## config.mk

```make
export PLATFORM = sky130hd
export DESIGN_NAME = sobel_window
export DESIGN_NICKNAME = d
export VERILOG_FILES = /design/src/rtl/sobel_pkg.sv /design/src/rtl/sobel_kernel.sv /design/src/rtl/sobel_window.sv
export SDC_FILE = /design/constraint.sdc
export NUM_CORES = 1
export LEC_CHECK = 0
export CAP_MARGIN = 20
export CORE_MARGIN = 3
export CORE_UTILIZATION = 63
export CTS_BUF_LIST = sky130_fd_sc_hd__clkbuf_8
export CTS_CLUSTER_SIZE = 24
export DETAILED_ROUTE_END_ITERATION = 10
export PLACE_DENSITY = 0.87
export RECOVER_POWER = 50
export SYNTH_ARGS = -nofsm -noshare
export SYNTH_HDL_FRONTEND = slang
export SYNTH_HIERARCHICAL = 1
export SYNTH_SLANG_ARGS = --single-unit
export TNS_END_PERCENT = 100
```

## constraint.sdc

```tcl
create_clock -name clk -period 6.6 [get_ports clk]
set_clock_uncertainty 0.15 [all_clocks]
set_input_delay 1.32 -clock clk [delete_from_list [all_inputs] [get_ports clk]]
set_output_delay 1.32 -clock clk [all_outputs]
set_load 0.01 [all_outputs]
```

## src/rtl/sobel_pkg.sv

```systemverilog
// Shared constants and types for the Sobel edge-magnitude block.
// The gradient width is always the pixel width plus three guard bits.
package sobel_pkg;

  localparam int DEF_WIDTH  = 12;
  localparam int GRAD_EXTRA = 3;
  localparam int GRAD_W     = DEF_WIDTH + GRAD_EXTRA;
  localparam logic [DEF_WIDTH-1:0] SAT_MAX = '1;

  // Window indexed [row][col]; row 0 = top, col 0 = oldest.
  typedef logic [2:0][2:0][DEF_WIDTH-1:0] window_t;

  function automatic int grad_width(input int w);
    return w + GRAD_EXTRA;
  endfunction

endpackage

```

## src/rtl/sobel_kernel.sv

```systemverilog
// Sobel gradient (stage 2) and saturated magnitude (stage 3) pipeline.
// Optional binarisation against thresh when SOBEL_THRESH_EN is defined.
module sobel_kernel
  import sobel_pkg::*;
#(
  parameter int WIDTH = 12
) (
  input  logic                        clk,
  input  logic                        rst,
  input  logic                        enable,
  input  logic [2:0][2:0][WIDTH-1:0]  win,
  input  logic                        border,
  input  logic                        valid,
  input  logic [WIDTH-1:0]            thresh,
  output logic [WIDTH-1:0]            out_pix,
  output logic                        out_valid
);

  localparam int GW = grad_width(WIDTH);

  function automatic logic signed [GW-1:0] ext(input logic [WIDTH-1:0] p);
    return $signed({{GRAD_EXTRA{1'b0}}, p});
  endfunction

  logic signed [GW-1:0] gx_next, gy_next;
  logic signed [GW-1:0] gx_reg, gy_reg;
  logic                 valid2_reg, border2_reg;
  logic [GW-1:0]        abs_x, abs_y, mag_sum;
  logic [WIDTH-1:0]     mag_sat, pix_calc, pix_next;

  always_comb begin
    gx_next = (ext(win[0][2]) + ext(win[1][2]) + ext(win[1][2]) + ext(win[2][2]))
            - (ext(win[0][0]) + ext(win[1][0]) + ext(win[1][0]) + ext(win[2][0]));
    gy_next = (ext(win[2][0]) + ext(win[2][1]) + ext(win[2][1]) + ext(win[2][2]))
            - (ext(win[0][0]) + ext(win[0][1]) + ext(win[0][1]) + ext(win[0][2]));
  end

  always_ff @(posedge clk or negedge rst) begin
    if (!rst) begin
      gx_reg      <= '0;
      gy_reg      <= '0;
      valid2_reg  <= 1'b0;
      border2_reg <= 1'b0;
    end else if (enable) begin
      gx_reg      <= gx_next;
      gy_reg      <= gy_next;
      valid2_reg  <= valid;
      border2_reg <= border;
    end
  end

  // |Gx|+|Gy| never exceeds 8*(2^WIDTH-1), so GW unsigned bits cannot overflow.
  always_comb begin
    abs_x   = gx_reg[GW-1] ? GW'(-gx_reg) : GW'(gx_reg);
    abs_y   = gy_reg[GW-1] ? GW'(-gy_reg) : GW'(gy_reg);
    mag_sum = abs_x + abs_y;
    mag_sat = (mag_sum[GW-1:WIDTH] != '0) ? '1 : mag_sum[WIDTH-1:0];
  end

`ifdef SOBEL_THRESH_EN
  assign pix_calc = (mag_sat >= thresh) ? '1 : '0;
`else
  logic unused_thresh;
  assign unused_thresh = ^thresh;
  assign pix_calc      = mag_sat;
`endif

  assign pix_next = (border2_reg || !valid2_reg) ? '0 : pix_calc;

  always_ff @(posedge clk or negedge rst) begin
    if (!rst) begin
      out_pix   <= '0;
      out_valid <= 1'b0;
    end else if (enable) begin
      out_pix   <= pix_next;
      out_valid <= valid2_reg;
    end
  end

endmodule

```

## src/rtl/sobel_window.sv

```systemverilog
// 3x3 window shift register, column counter and border flag feeding the
// Sobel kernel. Build option: SOBEL_THRESH_EN (binary edge output).
module sobel_window
  import sobel_pkg::*;
#(
  parameter int WIDTH = 12,
  parameter int IMG_W = 640
) (
  input  logic             clk,
  input  logic             rst,
  input  logic             enable,
  input  logic [WIDTH-1:0] row_top,
  input  logic [WIDTH-1:0] row_mid,
  input  logic [WIDTH-1:0] row_bot,
  input  logic             in_valid,
  input  logic             in_sol,
  input  logic [WIDTH-1:0] thresh,
  output logic [WIDTH-1:0] out_pix,
  output logic             out_valid
);

  localparam int CW = (IMG_W > 1) ? $clog2(IMG_W) : 1;
  localparam logic [CW-1:0] COL_LAST = CW'(IMG_W - 1);

  logic [2:0][WIDTH-1:0]        taps;
  logic [2:0][2:0][WIDTH-1:0]   win_reg;
  logic [CW-1:0]                col_reg, col_next;
  logic                         valid_reg, border_reg;

  assign taps = {row_bot, row_mid, row_top};

  // A start-of-line marker resyncs the counter even mid-line.
  always_comb begin
    col_next = col_reg + CW'(1);
    if (in_sol || col_reg == COL_LAST) begin
      col_next = '0;
    end
  end

  generate
    for (genvar gi = 0; gi < 3; gi++) begin : g_row
      always_ff @(posedge clk or negedge rst) begin
        if (!rst) begin
          win_reg[gi] <= '0;
        end else if (enable) begin
          win_reg[gi][0] <= win_reg[gi][1];
          win_reg[gi][1] <= win_reg[gi][2];
          win_reg[gi][2] <= taps[gi];
        end
      end
    end
  endgenerate

  // Border marks windows whose newest column is 0 or 1 (straddling line start).
  always_ff @(posedge clk or negedge rst) begin
    if (!rst) begin
      col_reg    <= '0;
      valid_reg  <= 1'b0;
      border_reg <= 1'b0;
    end else if (enable) begin
      col_reg    <= col_next;
      valid_reg  <= in_valid;
      border_reg <= (col_next < CW'(2));
    end
  end

  sobel_kernel #(
    .WIDTH(WIDTH)
  ) u_kernel (
    .clk      (clk),
    .rst      (rst),
    .enable   (enable),
    .win      (win_reg),
    .border   (border_reg),
    .valid    (valid_reg),
    .thresh   (thresh),
    .out_pix  (out_pix),
    .out_valid(out_valid)
  );

endmodule

```

* Word level (Yosys, flattened, before mapping)
Index checks and enable logic that the tools add are counted.
Widths: inputs -> output; s select.
** Word-level totals
- Flip-flop bits (word level) :: 165
- Latch bits :: 0
- Memory bits (writable) :: 0
- Bits in read-only memories :: 0
- Bits of input ports :: 53
- Output and inout bits :: 13
- Memories :: 0
** Cells by class
- Add/subtract/negate cells :: 18
- Multipliers :: 0
- Div/mod/pow operators :: 0
- $lt $le $gt $ge :: 1
- Equal/unequal tests :: 1
- Shifts and indexed selects :: 0
- Multiplexer cells :: 5
- Bitwise operators :: 0
- Reduce and logical (&&, ||, !) cells :: 4
** Operators by type and width (count)
- $add 15x13->15 :: 8
- $add 12x12->13 :: 4
- $mux 15 :: 2
- $neg 15->15 :: 2
- $sub 15x15->15 :: 2
- $mux 12 :: 2
- $add 15x15->15 :: 1
- $add 10x1->10 const B :: 1
- $eq 10x10->1 const B :: 1
- $lt 10x2->1 const B :: 1
- $mux 10 :: 1
- $reduce_bool 3->1 :: 1
- $logic_or 1x1->1 :: 2
- $logic_not 1->1 :: 1

* Depth between registers and ports, before layout
Gate-level depths: netlist (run 1).
- Word-level depth :: 6
- Mapped depth :: 17
- Mapped depth without buffers :: 16

* Cells and area by module
The synthesis (run 1) kept the hierarchy.
** By module, submodules not included
- sobel_kernel :: times used 1, cells an instance 832, area each 7255.7 um^2, seq. area each 1126.1 um^2
- sobel_window :: times used 1, cells an instance 312, area each 4750.8 um^2, seq. area each 3002.9 um^2

* Worst setup path before layout (run 1)
OpenSTA, ideal clock, no wires.
- Path type :: register to register
- Start point :: register win_reg[1] in the netlist's numbering
- End point :: register u_kernel.gx_reg[13]
- Arrival time :: 4.281 ns
- Data required time :: 6.319 ns
- Slack :: 2.038 ns
- Cell stages (with the launch flop) :: 14
- Path buffers :: 0
- Cell sequence :: dfrtp_1 fa_1 fa_1 fa_1 fa_1 inv_1 ha_1 fa_1 a21o_1 a21oi_1 o21bai_1 a2111oi_1 or4_1 nand3_1
** Between the ends
- Word-level cells in the longest chain between the ends :: 4
** Ends and longest elaborated chain
- start, declared :: RTL line sobel_window.sv:26 : logic [2:0][2:0][WIDTH-1:0] win_reg;
- start signal, assigned by index :: RTL line sobel_window.sv:46 : win_reg[gi][0] <= win_reg[gi][1];
- start signal, assigned by index :: RTL line sobel_window.sv:47 : win_reg[gi][1] <= win_reg[gi][2];
- start signal, assigned by index :: RTL line sobel_window.sv:48 : win_reg[gi][2] <= taps[gi];
- $add 12x12->13 :: RTL line sobel_kernel.sv:33 : - (ext(win[0][0]) + ext(win[1][0]) + ext(win[1][0]) + ext(win[2][0]));
- $add 15x13->15 (2 in series) :: RTL line sobel_kernel.sv:33
- $sub 15x15->15 :: RTL line sobel_kernel.sv:33
- end signal, assigned :: RTL line sobel_kernel.sv:45 : gx_reg <= gx_next;
- end, declared :: RTL line sobel_kernel.sv:26 : logic signed [GW-1:0] gx_reg, gy_reg;
Every way passes these cells.
A chain may end at the register's enable or synchronous reset.

* Worst setup path after layout (run 1)
- Start point :: register win_reg[25] in the netlist's numbering
- End point :: register u_kernel.gx_reg[13]
** Between the ends
- Word-level cells in the longest chain between the ends :: 4
** Ends and longest elaborated chain
- $add 12x12->13 :: RTL line sobel_kernel.sv:32 : gx_next = (ext(win[0][2]) + ext(win[1][2]) + ext(win[1][2]) + ext(win[2][2]))
- $add 15x13->15 (2 in series) :: RTL line sobel_kernel.sv:32
- $sub 15x15->15 :: RTL line sobel_kernel.sv:33
Every way passes these cells.

==> results.json, run 1 <==
{
  "ys_seq_area_share_pct": 34.39,
  "arrival_ps": 5360,
  "ant_nets": 0,
  "final_common_cell": "inv_1",
  "crit_path_end_kind": "register",
  "cts_resized": 0,
  "dpl-instance-area_um2": 12650,
  "path_clk_slew_ps": 90,
  "design_area_um2": 13110,
  "max_freq_mhz": 195.3,
  "first_pass_iters": 7,
  "clk_path_buf_depth": 2,
  "vias_per_cell": 5.807,
  "gp_routability_congestion": 0.8850,
  "min_period_ps": 5120,
  "synth_edf_count": 0,
  "r2r_cells": 14,
  "routed_wl_mm": 23.14,
  "cp_max_fo": 4,
  "drc": 0,
  "min_path_type": "reg -> reg",
  "status": "finished clean",
  "dp_slack_ps": 1587,
  "setup_viol": 0,
  "timing.rr.end": "u_kernel/gx_reg[13]",
  "syn2layout_area_growth_pct": 9.192,
  "cp.required_ps": 6840,
  "avgSynthCellArea_um2": 10.50,
  "cts_inserted_buffers": 17,
  "ctsHoldBuffers": 0,
  "wl_per_cell_um": 16.24,
  "root_buffer": "clkbuf_8",
  "grt_pass1_vias": 8635,
  "syn_nets": 1347,
  "crit_end": "u_kernel/gx_reg[13]",
  "netlist_instances": 1144,
  "num_io_pins": 66,
  "num_antenna_cells": 0,
  "finalCritPeriodShare_pct": 77.58,
  "yosys.cell_types.count": 72,
  "grt_first_pass_wirelength_mm": 39.96,
  "rsz0062_at_grt": "false",
  "crit_path_start_kind": "register",
  "largest_register_ffs": 108,
  "dp_hpwl_mm": 16.81,
  "htree_levels": 4,
  "cts.sinks": 165,
  "die_h_um": 144.1,
  "post_cts_buffers": 0,
  "cts_tree": "built",
  "rows": 49,
  "timing.rr.start": "win_reg[25]",
  "relSlewSlack_pct": 18.29,
  "worst_pin_slew_ps": 1226,
  "clk_latency_ps": 460,
  "start_util_pct": 65.50,
  "grt_use_total_pct": 23.84,
  "ys_async_sr_fraction_pct": 100.0,
  "timing.final.ws_setup_ps": 1480,
  "cap_viol_max_count": 0,
  "io_buffers": 53,
  "fp.dieW_um": 144.1,
  "drv_slew": 0,
  "crit_type": "reg -> reg",
  "nets": 1386,
  "synth_seq_cells": 165,
  "die_area_um2": 20750,
  "synthFlopType": "dfrtp_1",
  "grt_max_degree": 110,
  "final_cell_mix": "223 x inv_1, 165 x dfrtp_1, 124 x mux2_2",
  "r2r_slack_ps": 1480,
  "layout-drive-gt1-share_pct": 15.05,
  "overflow": 0,
  "finalHoldViolCount": 0,
  "yosysWarnings": 6,
  "netlist_area_um2": 12010,
  "drt_iter0_markers": 540,
  "whs_ps": 358.4,
  "vias": 8275,
  "core_area_um2": 18330,
  "worstSetupStartpoint": "win_reg[25]",
  "antenna_found_initial": 0,
  "timing.setup.tns_ps": 0
}
kinds of logic (layout without fill, tap and decap cells):
group	after synthesis	in the layout	synth area share, %
DFF	165	165	34.39
adders and majority gates	150	150	21.57
muxes	129	129	12.05
and+or+nand+nor	193	193	8.775
AOI/OAI and AO/OA	194	194	10.89
xor gates and xnor gates	49	49	3.574
buffers and inverters	264	316	8.754
worst min path at each step:
stage,start,endpoint,slack (ps),cells past startpoint
2_1_floorplan,valid_reg,valid_reg,320,1
3_3_place_gp,win_reg[55],win_reg[43],330,1
3_5_place_dp,win_reg[52],win_reg[52],340,1
4_1_cts,win_reg[57],win_reg[57],360,1
5_1_grt,win_reg[57],win_reg[57],380,1
6_report,valid_reg,u_kernel/valid2_reg,360,1
routing by layer:
| metal | wire (µm) | up-vias | global-route usage [%] |
|---|---|---|---|
| li1 | - | 3901 | - |
| met2 | 12230 | 178 | 43.09 |
| met1 | 9716 | 4149 | 29.59 |
| met3 | 747 | 47 | 4.233 |
| met4 | 447 | 0 | 6.442 |
| met5 | 0 | - | 0 |
critical path: stages, from the launching register on:
cell and delay (ps):
dfrtp_1 420, inv_1 90, fa_1 520, fa_1 460
fa_1 520, fa_1 490, inv_1 40, ha_1 220
fa_1 420, a21o_1 210, a21oi_1 220, o21bai_1 160
a2111oi_1 780, o2111ai_1 220, nand3_1 130
final cells by class:
cell class	count	area (µm²)
inverter	224	840.8
timing repair buffer	60	594.3
clock buffer	19	261.5
multi-input combinational	715	6827
tap	229	286.5
sequential	165	4129
fill	1234	5221
clock inverter	13	171.4
per-stage QoR:
| step | util (%) | instances |
|---|---|---|
| 2_1_floorplan | - | 1144 |
| 3_3_place_gp | 69.03 | 1391 |
| 3_5_place_dp | 69.03 | 1391 |
| 4_1_cts | 71.39 | 1423 |
| 5_1_grt | 71.52 | 1425 |
| 6_report | 71.52 | 1425 |
Yosys cell counts (all sizes together), types with 22 or more instances:
cell	instances	area [µm²]
a21oi	49	245.2
clkbuf	26	117.6
dfrtp	165	4129
fa	95	1902
ha	55	688.2
inv	223	837.1
mux2	124	1396
nand2	51	191.4
nor2	31	116.4
nor3	22	121.4
o21ai	35	178.9
xnor2	44	385.4
Power of run 1 is not shown: default switching activity piles up to over one toggle a cycle in this logic, so the estimate is an artifact.
==> run 2, diff against run 1 <==
- CORE_UTILIZATION: 63 -> 57
- PLACE_DENSITY: 0.87 -> 0.84
- clock period: 6.6 -> 4.4 ns (I/O delays scaled with it)
==> run 2 against run 1 <==
Effect of this change:
- the run now ends with max-capacitance violations, max-slew violations, negative setup slack left
- clock-buffer cell count decreased by 2
- cell count rose by 7.7%
- sequential share of layout area down 1.7 points
- hold slack lost 1.6 ps
- worst setup slack worse by 1600 ps
- final area increased by 5.8%
==> results.json, run 2 (synthesis results as in run 1) <==
{
  "dpl-instance-area_um2": 13060,
  "vias_per_cell": 5.593,
  "min_from": "win_reg[52]",
  "die_h_um": 151.1,
  "min_path_type": "reg -> reg",
  "timing.rr.start": "win_reg[25]",
  "cts_tree": "built",
  "crit_path_start_kind": "register",
  "relSlewSlack_pct": -105.9,
  "violations": "max-capacitance violations, max-slew violations, negative setup slack",
  "cp_max_fo": 4,
  "dp_hpwl_mm": 17.24,
  "clk_path_buf_depth": 2,
  "syn2layout_area_growth_pct": 15.53,
  "worst_pin_slew_ps": 3089,
  "grt_first_pass_wirelength_mm": 40.58,
  "drv_slew": 70,
  "num_antenna_cells": 0,
  "largest_register_ffs": 108,
  "crit_path_end_kind": "register",
  "htree_levels": 4,
  "die_area_um2": 22840,
  "first_pass_iters": 5,
  "vias": 8586,
  "drt_iter0_markers": 471,
  "layout-drive-gt1-share_pct": 24.27,
  "design_area_um2": 13870,
  "setup_viol": 3,
  "timing.final.ws_setup_ps": -90.74,
  "fp.dieW_um": 151.1,
  "antenna_found_initial": 0,
  "min_period_ps": 4491,
  "wl_per_cell_um": 16.09,
  "grt_max_degree": 95,
  "nets": 1455,
  "drc": 0,
  "fill_cells": 1422,
  "crit_type": "reg -> reg",
  "grt_pass1_vias": 8712,
  "cap_viol_max_count": 1,
  "clk_latency_ps": 470,
  "final_common_cell": "inv_1",
  "status": "complete, but fails checks",
  "ant_nets": 0,
  "finalHoldViolCount": 0,
  "gp_routability_congestion": 0.8833,
  "max_freq_mhz": 222.7,
  "root_buffer": "clkbuf_8",
  "num_io_pins": 66,
  "finalCritPeriodShare_pct": 102.1,
  "cts_inserted_buffers": 17,
  "routed_wl_mm": 24.70,
  "rows": 52,
  "core_area_um2": 20490,
  "cp.required_ps": 4590,
  "rsz0062_at_grt": "true",
  "arrival_ps": 4680,
  "cts.sinks": 165,
  "start_util_pct": 58.58,
  "io_buffers": 53,
  "grt_use_total_pct": 22.02,
  "overflow": 0,
  "worstSetupStartpoint": "win_reg[25]",
  "final_cell_mix": "207 x inv_1, 161 x dfrtp_1, 124 x mux2_2",
  "path_clk_slew_ps": 90
}
## run 2: cell count changes in the layout (fill, tap and decap cells not counted), sizes merged
cell,before,now
clkbuf,21,20
dlygate4sd2,0,1
buf,7,74
inv,226,227
clkinvlp,4,2
bufinv,3,2
clkdlybuf4s50,51,50
dlygate4sd3,0,1
clkinv,4,8
## run 2: per-stage QoR
stage	utilization [%]	setup slack [ps]	setup TNS [ps]	instances	hold slack, ps
3_3_place_gp	63.72	-149.8	-681.9	1478	331.9
5_1_grt	67.68	-255.7	-5094	1535	367.1
2_1_floorplan	-	5.224	0	1144	325.0
6_report	67.68	-90.74	-185.1	1535	356.8
4_1_cts	66.10	-75.28	-195.5	1521	250.2
3_5_place_dp	63.72	-263.1	-1511	1478	340.5
## run 2: area by class of cell
cell class | instances | area, µm² | share of cell area (%)
multi-input combinational | 715 | 7056 | 50.87
clock inverter | 15 | 152.6 | 1.100
sequential | 165 | 4134 | 29.80
clock buffer | 17 | 234.0 | 1.687
inverter | 224 | 840.8 | 6.062
timing repair buffer | 129 | 1116 | 8.046
tap | 270 | 337.8 | 2.436
## run 2: final timing paths
path / end / slack, ps / depth (start not counted)
worst max register to register: u_kernel/gx_reg[9] / -90 / 15
worst min register to register: win_reg[40] / 360 / 1
min in group asynchronous: u_kernel/border2_reg / 1400 / 1
worst max-delay path: u_kernel/gx_reg[9] / -90 / 15
max in group asynchronous: win_reg[5] / 520 / 2
worst min-delay path: win_reg[40] / 360 / 1
## run 2: routing by layer
layer  GRT usage, %  part of all wire (%)  vias to the layer above  wire, µm
met4          6.664                   1.2                        0       302
met3          3.920                   3.6                       29       881
li1               -                     -                     4053         -
met5              0                     0                        -         0
met1          28.76                    44                     4317     10810
met2          37.78                    51                      187     12700
## run 2: worst max-delay path, stage by stage (launching register included)
cell,delay (ps)
dfrtp_1,380
inv_2,50
fa_1,480
fa_1,550
fa_2,470
fa_1,510
inv_1,40
ha_2,190
fa_2,350
a21o_1,230
a21oi_2,190
o21bai_2,100
a2111oi_2,330
buf_4,190
or4_1,110
nand3_1,70
## run 2: what timing repair did
| item | CTS | global route |
|---|---|---|
| buffers inserted | 11 | 15 |
| resized for setup | 9 | 60 |
| endpoints found under the setup margin | 13 | 19 |
| hold buffers | 0 | 0 |
| endpoints found under the hold margin | 0 | 0 |
| pin swaps | 21 | 65 |
Power of run 2 is left out for the same reason.
